$ cat src/rtl/mem_stage_pkg.sv
// Shared widths and bus layouts for the memory-access stage of the in-order MIPS pipeline.
package mem_stage_pkg;

    localparam int ES_TO_MS_BUS_WD = 72;
    localparam int MS_TO_WS_BUS_WD = 70;

    // Execute-to-memory bus, MSB first.
    typedef struct packed {
        logic        dest_type;
        logic        res_from_mem;
        logic        gr_we;
        logic [4:0]  dest;
        logic [31:0] alu_result;
        logic [31:0] pc;
    } es_to_ms_t;

    // Memory-to-writeback bus, MSB first.
    typedef struct packed {
        logic        gr_we;
        logic [4:0]  dest;
        logic [31:0] final_result;
        logic [31:0] pc;
    } ms_to_ws_t;

endpackage

$ cat src/rtl/mem_stage.sv
// Memory-access stage: pairs each load with next-cycle SRAM data, holds that data
// across writeback stalls, and drives the writeback bus plus forwarding taps.
module mem_stage
    import mem_stage_pkg::*;
(
    input  logic                       clk,
    input  logic                       reset,
    input  logic                       ws_allowin,
    output logic                       ms_allowin,
    input  logic                       es_to_ms_valid,
    input  logic [ES_TO_MS_BUS_WD-1:0] es_to_ms_bus,
    output logic                       ms_to_ws_valid,
    output logic [MS_TO_WS_BUS_WD-1:0] ms_to_ws_bus,
    input  logic [31:0]                data_sram_rdata,
    output logic [4:0]                 reg_dest_ms,
    output logic [31:0]                ms_value
);

    // Handshake: a transfer happens on an edge where the producer's valid and the
    // consumer's allowin are both high; valid never depends on the consumer's allowin.
    logic        ms_valid;
    logic        first;
    logic        buf_valid;
    logic [31:0] rdata_buf;
    es_to_ms_t   bus_r;
    ms_to_ws_t   ms_out;

    logic        ms_ready_go;
    logic        accept;
    logic        retire;
    logic        capture;
    logic [31:0] mem_result;
    logic [31:0] final_result;
    logic        unused_dest_type;

    assign ms_ready_go    = 1'b1;
    assign ms_allowin     = !ms_valid || (ms_ready_go && ws_allowin);
    assign ms_to_ws_valid = ms_valid && ms_ready_go;

    assign accept  = es_to_ms_valid && ms_allowin;
    assign retire  = ms_to_ws_valid && ws_allowin;
    // Execute keeps the SRAM enabled, so the load data is only valid in the first
    // cycle; grab it if writeback is not taking the instruction right away.
    assign capture = ms_valid && first && bus_r.res_from_mem && !ws_allowin;

    always_ff @(posedge clk) begin
        if (reset) begin
            ms_valid  <= 1'b0;
            first     <= 1'b0;
            buf_valid <= 1'b0;
        end else begin
            if (ms_allowin) begin
                ms_valid <= es_to_ms_valid;
            end
            first <= accept;
            if (accept || retire) begin
                buf_valid <= 1'b0;
            end else if (capture) begin
                buf_valid <= 1'b1;
            end
        end
    end

    always_ff @(posedge clk) begin
        if (accept) begin
            bus_r <= es_to_ms_t'(es_to_ms_bus);
        end
        if (capture) begin
            rdata_buf <= data_sram_rdata;
        end
    end

    assign mem_result   = buf_valid ? rdata_buf : data_sram_rdata;
    assign final_result = bus_r.res_from_mem ? mem_result : bus_r.alu_result;

    always_comb begin
        ms_out              = '0;
        ms_out.gr_we        = bus_r.gr_we;
        ms_out.dest         = bus_r.dest;
        ms_out.final_result = final_result;
        ms_out.pc           = bus_r.pc;
    end

    assign ms_to_ws_bus     = ms_out;
    assign reg_dest_ms      = (ms_valid && bus_r.gr_we) ? bus_r.dest : 5'd0;
    assign ms_value         = final_result;
    assign unused_dest_type = bus_r.dest_type;

endmodule

$ cat config.mk
export PLATFORM = sky130hd
export DESIGN_NAME = mem_stage
export DESIGN_NICKNAME = d
export VERILOG_FILES = /design/src/rtl/mem_stage_pkg.sv /design/src/rtl/mem_stage.sv
export SDC_FILE = /design/constraint.sdc
export NUM_CORES = 1
export LEC_CHECK = 0
export CORE_MARGIN = 1
export CORE_UTILIZATION = 41
export CTS_BUF_LIST = sky130_fd_sc_hd__clkbuf_8 sky130_fd_sc_hd__clkbuf_16
export DETAILED_ROUTE_END_ITERATION = 6
export PLACE_DENSITY = 0.92
export SKIP_LAST_GASP = 1
export SYNTH_ARGS = -nofsm -noshare
export SYNTH_HDL_FRONTEND = slang
export SYNTH_SLANG_ARGS = --single-unit
$ cat constraint.sdc
create_clock -name clk -period 3.7 [get_ports clk]
set_input_delay 0.555 -clock clk [delete_from_list [all_inputs] [get_ports clk]]
set_output_delay 0.555 -clock clk [all_outputs]
set_load 0.1 [all_outputs]
==> results of run 1 <==
## area by class of cell
type	instances	share of cell area
Clock inverter	6	0.0122
Multi-Input combinational cell	108	0.110
Timing Repair Buffer	219	0.323
Sequential cell	106	0.504
Clock buffer	10	0.0220
Inverter	3	0.00180
Tap cell	136	0.0272
## sequential cells by signal (all words and copies together) (netlist names)
signal,flops
first,1
rdata_buf,32
ms_to_ws_valid,1
buf_valid,1
bus_r,33
ms_to_ws_bus,38
## cell usage after synthesis
library cell,instances
and3_1,5
buf_4,70
buf_12,3
edfxtp_1,103
mux2i_1,32
nor2_1,32
inv_1,2
nor3b_1,1
or2_2,1
inv_2,1
nand4b_1,1
and2_1,1
a21oi_1,33
buf_2,7
a221oi_2,1
buf_6,1
dfxtp_1,3
nand2b_1,1
## cell usage in the layout (no fill, tap or decap)
cell	count
nor3b_1	1
a221oi_2	1
bufinv_16	2
and2_4	1
inv_1	5
and3_1	5
buf_4	69
nand2b_1	1
dfxtp_1	2
a21oi_1	33
clkdlybuf4s50_1	150
clkinv_2	1
nor2_1	32
dfxtp_2	1
or2_2	1
inv_2	1
clkbuf_8	10
mux2i_1	32
nand4b_1	1
edfxtp_1	103
## logic make-up after synthesis
| family | count (synthesis) | synth area share |
|---|---|---|
| flops | 106 | 0.703 |
| buf+inv | 84 | 0.143 |
| mux | 32 | 0.0714 |
| simple gates | 42 | 0.0416 |
| compound gates | 34 | 0.0402 |
## where the power goes
group | total [mW] | internal (mW) | switching [mW]
logic | 0.980 | 0.234 | 0.747
clock network | 0.761 | 0.392 | 0.368
registers | 1.39 | 1.38 | 0.0172
## through the flow
step | hold WS (ns) | cells | utilization | worst slack [ns]
final | 0.559 | 588 | 0.598 | 0.932
after global placement | 0.507 | 572 | 0.578 | 1.29
after floorplan | 0.494 | 298 | - | 0.405
after CTS | 0.549 | 588 | 0.598 | 0.883
after detailed placement | 0.522 | 572 | 0.578 | 1.22
after global routing | 0.552 | 588 | 0.598 | 0.784
## worst reg2reg max path, cell delays in order, from the launching register on
cell and delay (ns):
dfxtp_1 0.49, nand4b_1 0.20, inv_1 0.47, buf_4 0.39
## per-layer routing
metal | vias to the layer above | GRT usage | share of wire | routed length (microns)
li1 | 1300 | - | - | -
met1 | 1277 | 0.175 | 0.38 | 3530
met2 | 136 | 0.287 | 0.52 | 4800
met3 | 20 | 0.0509 | 0.080 | 743
met4 | 0 | 0.0861 | 0.026 | 240
met5 | - | 0 | 0 | 0
## worst paths after layout
path / to / from / slack, ns / depth (start not counted)
max: ms_value[10] / buf_valid$_SDFFE_PP0P_ / 0.93 / 4
min: buf_valid$_SDFFE_PP0P_ / first$_SDFF_PP0_ / 0.56 / 2
max reg2reg: rdata_buf[22]$_DFFE_PP_ / ms_to_ws_valid$_SDFFE_PP0P_ / 1.82 / 3
min reg2reg: buf_valid$_SDFFE_PP0P_ / first$_SDFF_PP0_ / 0.56 / 2
==> out/summary.txt, run 1 <==
Row count -> 37
RSZ-0062 raised after global routing -> false
Core area -> 0.0105 sq mm
Max-slew violations -> 0
DRC -> 0
Fmax -> 0.361 GHz
Gr usage total -> 0.163
Layout cells sized above 1 -> 0.192
Bufs and invs on worst path -> 2
Max_slew headroom -> 0.334
Via density -> 4.65
Crit-path most repeated cell -> buf_4
Kind of cell adding the most delay to the critical path -> flip-flops
Syn-to-layout area delta -> 39.6%
Outcome -> completed
Clock Latency Late Sink -> 0.35 ns
Power Dens Cells -> 501 mW/mm^2
Crit Path Category -> reg2out
CP peak stage delay -> 0.86 ns
Critical Path AT -> 2.21 ns
Largest area contributor in the netlist -> edfxtp_1
Vias in the first global route -> 2844
Peak supply drop -> 0.335 mV
Synth Cell Area -> 0.00448 sq mm
Longest Clk Path Bufs -> 2
Routed via count -> 2733
Fillers -> 801
H-tree depth -> 3
Final ANT Viol Nets -> 0
Post-synthesis net count -> 406
Avg WL per Cell -> 15.8 microns
# Post-CTS Setup Buffers -> 0
Starting DRT DRC Count -> 112
DIE WIDTH -> 107 microns
Clk root buf -> clkbuf_8
Sequential share of the synthesized area -> 0.703
Die ar. -> 0.0114 sq mm
CP max-delay cell -> dfxtp_2
Placement Cell Area -> 0.00604 sq mm
Slew at the pin closest to its max-slew limit -> 0.995 ns
Largest net degree at the start of global routing -> 72
IO Pins -> 217
Clk_skew -> 0.0139 ns
Clock Sinks -> 106
Critical Path, Cell by Cell -> buf_4 -> mux2i_1 -> a21oi_1 -> buf_4
Startpoint Class -> register
Number of buffers added on ports -> 215
CTS Hold Bufs -> 0
First-pass GRT wire length -> 14.0 mm
Cts bufs inserted -> 9
Max-cap check violation count -> 0
Final Power -> 3.13 mW
Initial Utilization -> 0.428
Final min period -> 2.77 ns
Initial antenna violation count -> 0
Post-route cell area -> 0.00626 sq mm
DR pass1 iterations -> 4
Total gr overflow -> 0
HPWL after DPL -> 6.89 mm
Final WL -> 9.31 mm
Area share of the largest cell type after synthesis -> 0.690
Setup Viol. Count Final -> 0
Antenna Cells -> 0
Post-cts resize count -> 0
Routability cong. -> 0.735
Gate count of the mapped netlist -> 298
Post-synthesis cell type count -> 18
Seq cells post-synth -> 106
Register clock-pin slew on the reported worst setup and hold paths -> 0.10 ns
Pleak -> 2.25 nW
Setup TNS -> 0 ns
Multi-input gate area -> 689 sq um
CP endpoint kind -> output port
Top post-synthesis cells by area -> edfxtp_1 (69%), buf_4 (12%), mux2i_1 (7.1%)
Fin. Hold Viols -> 0
Worst endpoint required time -> 3.14 ns
CTS tree -> yes
Synth warnings -> 0
Die Span Y -> 107 microns
Crit-path max FO -> 24
Hold WC Path Type -> reg2reg
Final worst path period share -> 0.748
Final net count -> 555
Avg Inst Size Synth -> 15.0 sq um
Register area -> 0.00315 sq mm
No activity file was read; power rests on OpenSTA's default activity.
==> inputs of run 2 (changes only) <==
--- a/config.mk
+++ b/config.mk
@@ -6,10 +6,10 @@
 export NUM_CORES = 1
 export LEC_CHECK = 0
 export CORE_MARGIN = 1
-export CORE_UTILIZATION = 41
+export CORE_UTILIZATION = 37
 export CTS_BUF_LIST = sky130_fd_sc_hd__clkbuf_8 sky130_fd_sc_hd__clkbuf_16
 export DETAILED_ROUTE_END_ITERATION = 6
-export PLACE_DENSITY = 0.92
+export PLACE_DENSITY = 0.88
 export SKIP_LAST_GASP = 1
 export SYNTH_ARGS = -nofsm -noshare
 export SYNTH_HDL_FRONTEND = slang
==> constraint.sdc (replaced) <==
create_clock -name clk -period 2.51 [get_ports clk]
set_input_delay 0.3765 -clock clk [delete_from_list [all_inputs] [get_ports clk]]
set_output_delay 0.3765 -clock clk [all_outputs]
set_load 0.1 [all_outputs]
==> run 2 against run 1 <==
  * The flow now finishes with violations (design-rule violations)
  * Clock power increased by 85%
  * First-iteration DRC count decreased by 11%
  * Sequential share of layout area shrank 6.7 points
  * Non-clock buffer count rose by 4
  * Critical path depth unchanged
  * Core utilization rose by 2.3 points
  * Clock skew shrank 0.0075 ns
  * Wire length grew 11%
  * Global-route usage rose by 0.42 points
  * Final cell count grew 1.9%
  * Register-to-register slack lost 0.80 ns
  * Critical path type unchanged
  * Largest power group unchanged
  * Highest routed layer unchanged
==> out/summary.txt, run 2 (synthesis results as in run 1) <==
Fmax -> 0.439 GHz
Cts bufs inserted -> 9 (unchanged)
Starting DRT DRC Count -> 100 (was 112)
Pleak -> 2.68 nW (was 2.25 nW)
Placed cells -> 583 (was 572)
Number of flip-flops under the largest register name -> 38 (unchanged)
Final ANT Viol Nets -> 0 (unchanged)
CP Launch Point -> buf_valid$_SDFFE_PP0P_ (unchanged)
Routability cong. -> 0.720 (was 0.735)
Worst endpoint required time -> 2.13 ns (was 3.14 ns)
First-pass GRT wire length -> 16.1 mm (was 14.0 mm)
Pre-CTS setup slack -> 0.481 ns (was 1.22 ns)
Max-cap check violation count -> 0 (unchanged)
CP endpoint kind -> output port (unchanged)
Setup WS post-layout -> 0.234 ns (was 0.932 ns)
CTS Hold Bufs -> 0 (unchanged)
H-tree depth -> 3 (unchanged)
CTS tree -> yes (unchanged)
Clock Sinks -> 106 (unchanged)
Die Span Y -> 112 microns (was 107 microns)
Kind of cell adding the most delay to the critical path -> buffers and inverters (was flip-flops)
Most frequent cells in the layout -> clkdlybuf4s50_1 (106), edfxtp_1 (103), buf_12 (69) (was clkdlybuf4s50_1 (150), edfxtp_1 (103), buf_4 (69))
Final WL -> 10.3 mm (was 9.31 mm)
Setup Viol. Count Final -> 0 (unchanged)
Most common cell after layout, fill and taps aside -> clkdlybuf4s50_1 (unchanged)
Max_slew headroom -> 0.644 (was 0.334)
Longest Clk Path Bufs -> 2 (unchanged)
Clock Latency Late Sink -> 0.34 ns (was 0.35 ns)
Critical Path AT -> 1.90 ns (was 2.21 ns)
Largest net degree at the start of global routing -> 36 (was 72)
Clk root buf -> clkbuf_16 (was clkbuf_8)
Hold Crit Start -> first$_SDFF_PP0_ (unchanged)
Power Dens Cells -> 720 mW/mm^2 (was 501 mW/mm^2)
Total gr overflow -> 0 (unchanged)
Clk_skew -> 0.00637 ns (was 0.0139 ns)
Max-slew violations -> 0 (unchanged)
Startpoint Class -> register (unchanged)
Hold WC Path Type -> reg2reg (unchanged)
Layout Cells excl Fill -> 599 (was 588)
Routed via count -> 2822 (was 2733)
Row count -> 39 (was 37)
Bufs and invs on worst path -> 2 (unchanged)
Utilization after layout -> 0.622 (was 0.598)
Final worst path period share -> 0.907
DIE WIDTH -> 112 microns (was 107 microns)
R2R Path Start -> bus_r[70]$_DFFE_PP_ (was ms_to_ws_valid$_SDFFE_PP0P_)
DR pass1 iterations -> 6 (was 4)
Failing checks -> design-rule violations
Layout cells sized above 1 -> 0.351 (was 0.192)
HPWL after DPL -> 8.00 mm (was 6.89 mm)
CP max-delay cell -> dfxtp_2 (unchanged)
# Post-CTS Setup Buffers -> 0 (unchanged)
Syn-to-layout area delta -> 61.0% (was 39.6%)
IO Pins -> 217 (unchanged)
Die ar. -> 0.0126 sq mm (was 0.0114 sq mm)
Final min period -> 2.28 ns
Gr usage total -> 0.168 (was 0.163)
Core area -> 0.0116 sq mm (was 0.0105 sq mm)
Fin. Hold Viols -> 0 (unchanged)
Crit-path most repeated cell -> buf_12 (was buf_4)
Crit-path max FO -> 28 (was 24)
Reg2Reg Setup Slack -> 1.02 ns (was 1.82 ns)
DRC -> 9 (was 0)
Vias in the first global route -> 3072 (was 2844)
Antenna Cells -> 0 (unchanged)
Avg WL per Cell -> 17.3 microns (was 15.8 microns)
Register clock-pin slew on the reported worst setup and hold paths -> 0.07 ns (was 0.10 ns)
Slew at the pin closest to its max-slew limit -> 0.535 ns (was 0.995 ns)
Peak supply drop -> 0.337 mV (was 0.335 mV)
Outcome -> finished with violations (was completed)
Via density -> 4.71 (was 4.65)
Crit Path Category -> reg2out (unchanged)
Number of buffers added on ports -> 215 (unchanged)
RSZ-0062 raised after global routing -> false (unchanged)
Post-cts resize count -> 0 (unchanged)
Critical Path, Cell by Cell -> buf_12 -> mux2i_1 -> a21oi_1 -> buf_12 (was buf_4 -> mux2i_1 -> a21oi_1 -> buf_4)
Initial Utilization -> 0.386 (was 0.428)
Initial antenna violation count -> 0 (unchanged)
Final net count -> 559 (was 555)
CP peak stage delay -> 0.46 ns (was 0.86 ns)
==> run 2: routing by layer <==
metal	track usage	share of wire
met1	0.176	0.35
met2	0.314	0.56
met3	0.0432	0.063
met4	0.0764	0.023
met5	0	0
==> run 2: power by group <==
group | internal, mW | switching (mW) | total (mW)
Sequential | 2.03 | 0.0259 | 2.05
Clock | 0.783 | 0.626 | 1.41
Combinational | 0.568 | 1.17 | 1.74
==> run 2: metrics by stage <==
| stage | hold WS (ns) | area [sq um] | setup TNS (ns) | total power, mW |
|---|---|---|---|---|
| after floorplan | 0.438 | 4570 | -7.57 | 3.26 |
| after detailed placement | 0.543 | 6920 | 0 | 3.84 |
| after global placement | 0.521 | 6920 | 0 | 3.81 |
| after CTS | 0.553 | 7220 | 0 | 5.25 |
| after global routing | 0.572 | 7220 | 0 | 5.35 |
| final | 0.544 | 7220 | 0 | 5.20 |
==> run 2: area by class of cell <==
cell class / count / area, sq um
inverter: 3 / 11.3
tap: 143 / 179
timing repair buffer: 223 / 2800
fill: 840 / 4400
clock inverter: 7 / 73.8
clock buffer: 9 / 225
sequential: 106 / 3160
multi-input combinational: 108 / 771
==> run 2: path summary, 6_finish.rpt <==
path / cells past startpoint / end
setup / recovery: 4 / ms_to_ws_bus[32]
hold / removal: 2 / buf_valid$_SDFFE_PP0P_
setup reg to reg: 4 / rdata_buf[13]$_DFFE_PP_
hold reg to reg: 2 / buf_valid$_SDFFE_PP0P_
==> run 2: worst reg2reg max path: stages, from the launching register on <==
cell	delay, ns
edfxtp_1	0.40
buf_12	0.21
nand4b_1	0.18
inv_1	0.12
buf_4	0.26
==> inputs of run 3 (changes only) <==
--- a/config.mk
+++ b/config.mk
@@ -6,10 +6,10 @@
 export NUM_CORES = 1
 export LEC_CHECK = 0
 export CORE_MARGIN = 1
-export CORE_UTILIZATION = 37
-export CTS_BUF_LIST = sky130_fd_sc_hd__clkbuf_8 sky130_fd_sc_hd__clkbuf_16
+export CORE_UTILIZATION = 38
+export CTS_BUF_LIST = sky130_fd_sc_hd__clkbuf_4
 export DETAILED_ROUTE_END_ITERATION = 6
-export PLACE_DENSITY = 0.88
+export PLACE_DENSITY = 0.9
 export SKIP_LAST_GASP = 1
 export SYNTH_ARGS = -nofsm -noshare
 export SYNTH_HDL_FRONTEND = slang
==> run 3 against run 2 <==
  * The flow now finishes without violations
  * Worst hold slack got worse by 0.094 ns
  * First-iteration DRC count grew 17%
  * Register-to-register slack worse by 0.34 ns
  * Flip-flop and latch count unchanged
  * Clock-buffer cell count did not move
  * Critical path depth unchanged
  * Die area fell by 2.6%
  * Non-clock buffer count fell by 3
  * Cell area fell by 1.5%
  * Total power down 7.3%
==> out/summary.txt, run 3 (synthesis results as in run 1) <==
Outcome -> completed (was finished with violations)
Slew at the pin closest to its max-slew limit -> 0.493 ns (was 0.535 ns)
Avg WL per Cell -> 16.8 microns (was 17.3 microns)
Net Sw Frac -> 0.359 (was 0.350)
Fmax -> 0.416 GHz (was 0.439 GHz)
Clock Latency Late Sink -> 0.46 ns (was 0.34 ns)
Most common cell after layout, fill and taps aside -> clkdlybuf4s50_1 (unchanged)
IO Pins -> 217 (unchanged)
Fin. Hold Viols -> 0 (unchanged)
Max-slew violations -> 0 (unchanged)
Clk root buf -> clkbuf_4 (was clkbuf_16)
Switching power -> 1.73 mW (was 1.82 mW)
Total gr overflow -> 0 (unchanged)
Layout cells sized above 1 -> 0.361 (was 0.351)
H-tree depth -> 3 (unchanged)
Max-cap check violation count -> 0 (unchanged)
Row count -> 39 (unchanged)
Syn-to-layout area delta -> 58.6% (was 61.0%)
Register clock-pin slew on the reported worst setup and hold paths -> 0.16 ns (was 0.07 ns)
CP endpoint kind -> output port (unchanged)
Final WL -> 9.98 mm (was 10.3 mm)
Startpoint Class -> register (unchanged)
Number of flip-flops under the largest register name -> 38 (unchanged)
Max_slew headroom -> 0.673 (was 0.644)
Initial Utilization -> 0.391 (was 0.386)
Comb pwr share -> 0.360 (was 0.334)
Worst endpoint required time -> 2.13 ns (about the same)
Flop pwr share -> 0.426 (was 0.395)
Crit-path most repeated cell -> buf_12 (unchanged)
CP max-delay cell -> dfxtp_2 (unchanged)
Die ar. -> 0.0122 sq mm (was 0.0126 sq mm)
Internal power -> 3.09 mW (was 3.38 mW)
DRC -> 0 (was 9)
Reg2Reg Setup Slack -> 0.68 ns (was 1.02 ns)
Pleak -> 2.62 nW (was 2.68 nW)
Setup WS post-layout -> 0.106 ns (was 0.234 ns)
First-pass GRT wire length -> 15.4 mm (was 16.1 mm)
Number of buffers added on ports -> 215 (unchanged)
DR pass1 iterations -> 4 (was 6)
Setup TNS -> 0 ns (unchanged)
CTS tree -> yes (unchanged)
Critical Path, Cell by Cell -> buf_12 -> mux2i_1 -> a21oi_1 -> buf_12 (unchanged)
CP peak stage delay -> 0.55 ns (was 0.46 ns)
Core area -> 0.0115 sq mm (was 0.0116 sq mm)
Clock Sinks -> 106 (unchanged)
Vias in the first global route -> 3059 (was 3072)
Most frequent cells in the layout -> clkdlybuf4s50_1 (106), edfxtp_1 (103), buf_12 (70) (was clkdlybuf4s50_1 (106), edfxtp_1 (103), buf_12 (69))
Clk_skew -> 0.0185 ns (was 0.00637 ns)
Final worst path period share -> 0.958 (was 0.907)
Cts bufs inserted -> 9 (unchanged)
Critical Path AT -> 2.03 ns (was 1.90 ns)
Setup Viol. Count Final -> 0 (unchanged)
Largest net degree at the start of global routing -> 66 (was 36)
RSZ-0062 raised after global routing -> false (unchanged)
Die Span Y -> 111 microns (was 112 microns)
Final Power -> 4.82 mW (was 5.20 mW)
Antenna Cells -> 0 (unchanged)
Pre-CTS setup slack -> 0.496 ns (was 0.481 ns)
HPWL after DPL -> 7.44 mm (was 8.00 mm)
Final ANT Viol Nets -> 0 (unchanged)
Crit Path Category -> reg2out (unchanged)
Hold WC Path Type -> in2reg (was reg2reg)
Peak supply drop -> 0.465 mV (was 0.337 mV)
Longest Clk Path Bufs -> 2 (unchanged)
Starting DRT DRC Count -> 117 (was 100)
Crit-path max FO -> 26 (was 28)
Final min period -> 2.40 ns (was 2.28 ns)
Initial antenna violation count -> 0 (unchanged)
Gr usage total -> 0.166 (was 0.168)
Final net count -> 556 (was 559)
Routability cong. -> 0.759 (was 0.720)
Clock power frac -> 0.213 (was 0.271)
# Post-CTS Setup Buffers -> 0 (unchanged)
DIE WIDTH -> 111 microns (was 112 microns)
Routed via count -> 2819 (was 2822)
Via density -> 4.74 (was 4.71)
Power Dens Cells -> 678 mW/mm^2 (was 720 mW/mm^2)
## run 3: cell count changes in the layout (fill, tap and decap cells not counted), sizes merged
cell,delta
bufinv,+2
clkinvlp,+1
inv,-4
buf,-3
## run 3: final timing paths
path	from	end	depth (start not counted)
max	buf_valid$_SDFFE_PP0P_	ms_value[9]	4
min	es_to_ms_bus[20]	ms_to_ws_bus[20]$_DFFE_PP_	1
min reg2reg	first$_SDFF_PP0_	buf_valid$_SDFFE_PP0P_	2
max reg2reg	bus_r[70]$_DFFE_PP_	rdata_buf[22]$_DFFE_PP_	4
## run 3: layer usage
metal,share of wire,vias up,global-route usage,wire [microns]
li1,-,1303,-,-
met1,0.38,1340,0.173,3770
met2,0.52,157,0.299,5160
met3,0.084,19,0.0582,835
met4,0.022,0,0.0782,216
met5,0,-,0,0
## run 3: cell type report
cell class | instances | area (sq um)
fillers | 810 | 4360
flip-flops and latches | 106 | 3160
repair buffers | 220 | 2790
multi-input cells | 108 | 797
well taps | 143 | 179
clock inverters | 6 | 106
clock buffers | 9 | 67.6
inverters | 3 | 11.3
## run 3: through the flow
| stage | instance area (sq um) | instances | hold WS, ns | utilization |
|---|---|---|---|---|
| 5_1_grt | 7110 | 595 | 0.413 | 0.620 |
| 3_5_place_dp | 6910 | 580 | 0.520 | 0.603 |
| 2_1_floorplan | 4570 | 298 | 0.438 | - |
| 6_report | 7110 | 595 | 0.450 | 0.620 |
| 4_1_cts | 7090 | 595 | 0.406 | 0.618 |
| 3_3_place_gp | 6910 | 580 | 0.508 | 0.603 |
## run 3: power by group through the flow
stage / clock (mW) / combinational, mW / sequential (mW)
final: 1.03 / 1.74 / 2.05
after global routing: 1.11 / 1.77 / 2.06
after CTS: 1.07 / 1.74 / 2.05
after detailed placement: 0 / 1.74 / 2.09
after global placement: 0 / 1.72 / 2.09
after floorplan: 0 / 1.16 / 2.09
## run 3: what timing repair did
item | in CTS | in global routing
setup endpoints to repair | 2 | 12
hold buffers | 0 | 0
gates resized for setup | 1 | 6
## run 3: critical path, delay by kind of cell (launching register included)
kind / cells / cell delay, ns
AOI/OAI and AO/OA: 1 / 0.40
buffers and inverters: 2 / 0.50
DFF: 1 / 0.55
muxes: 1 / 0.11
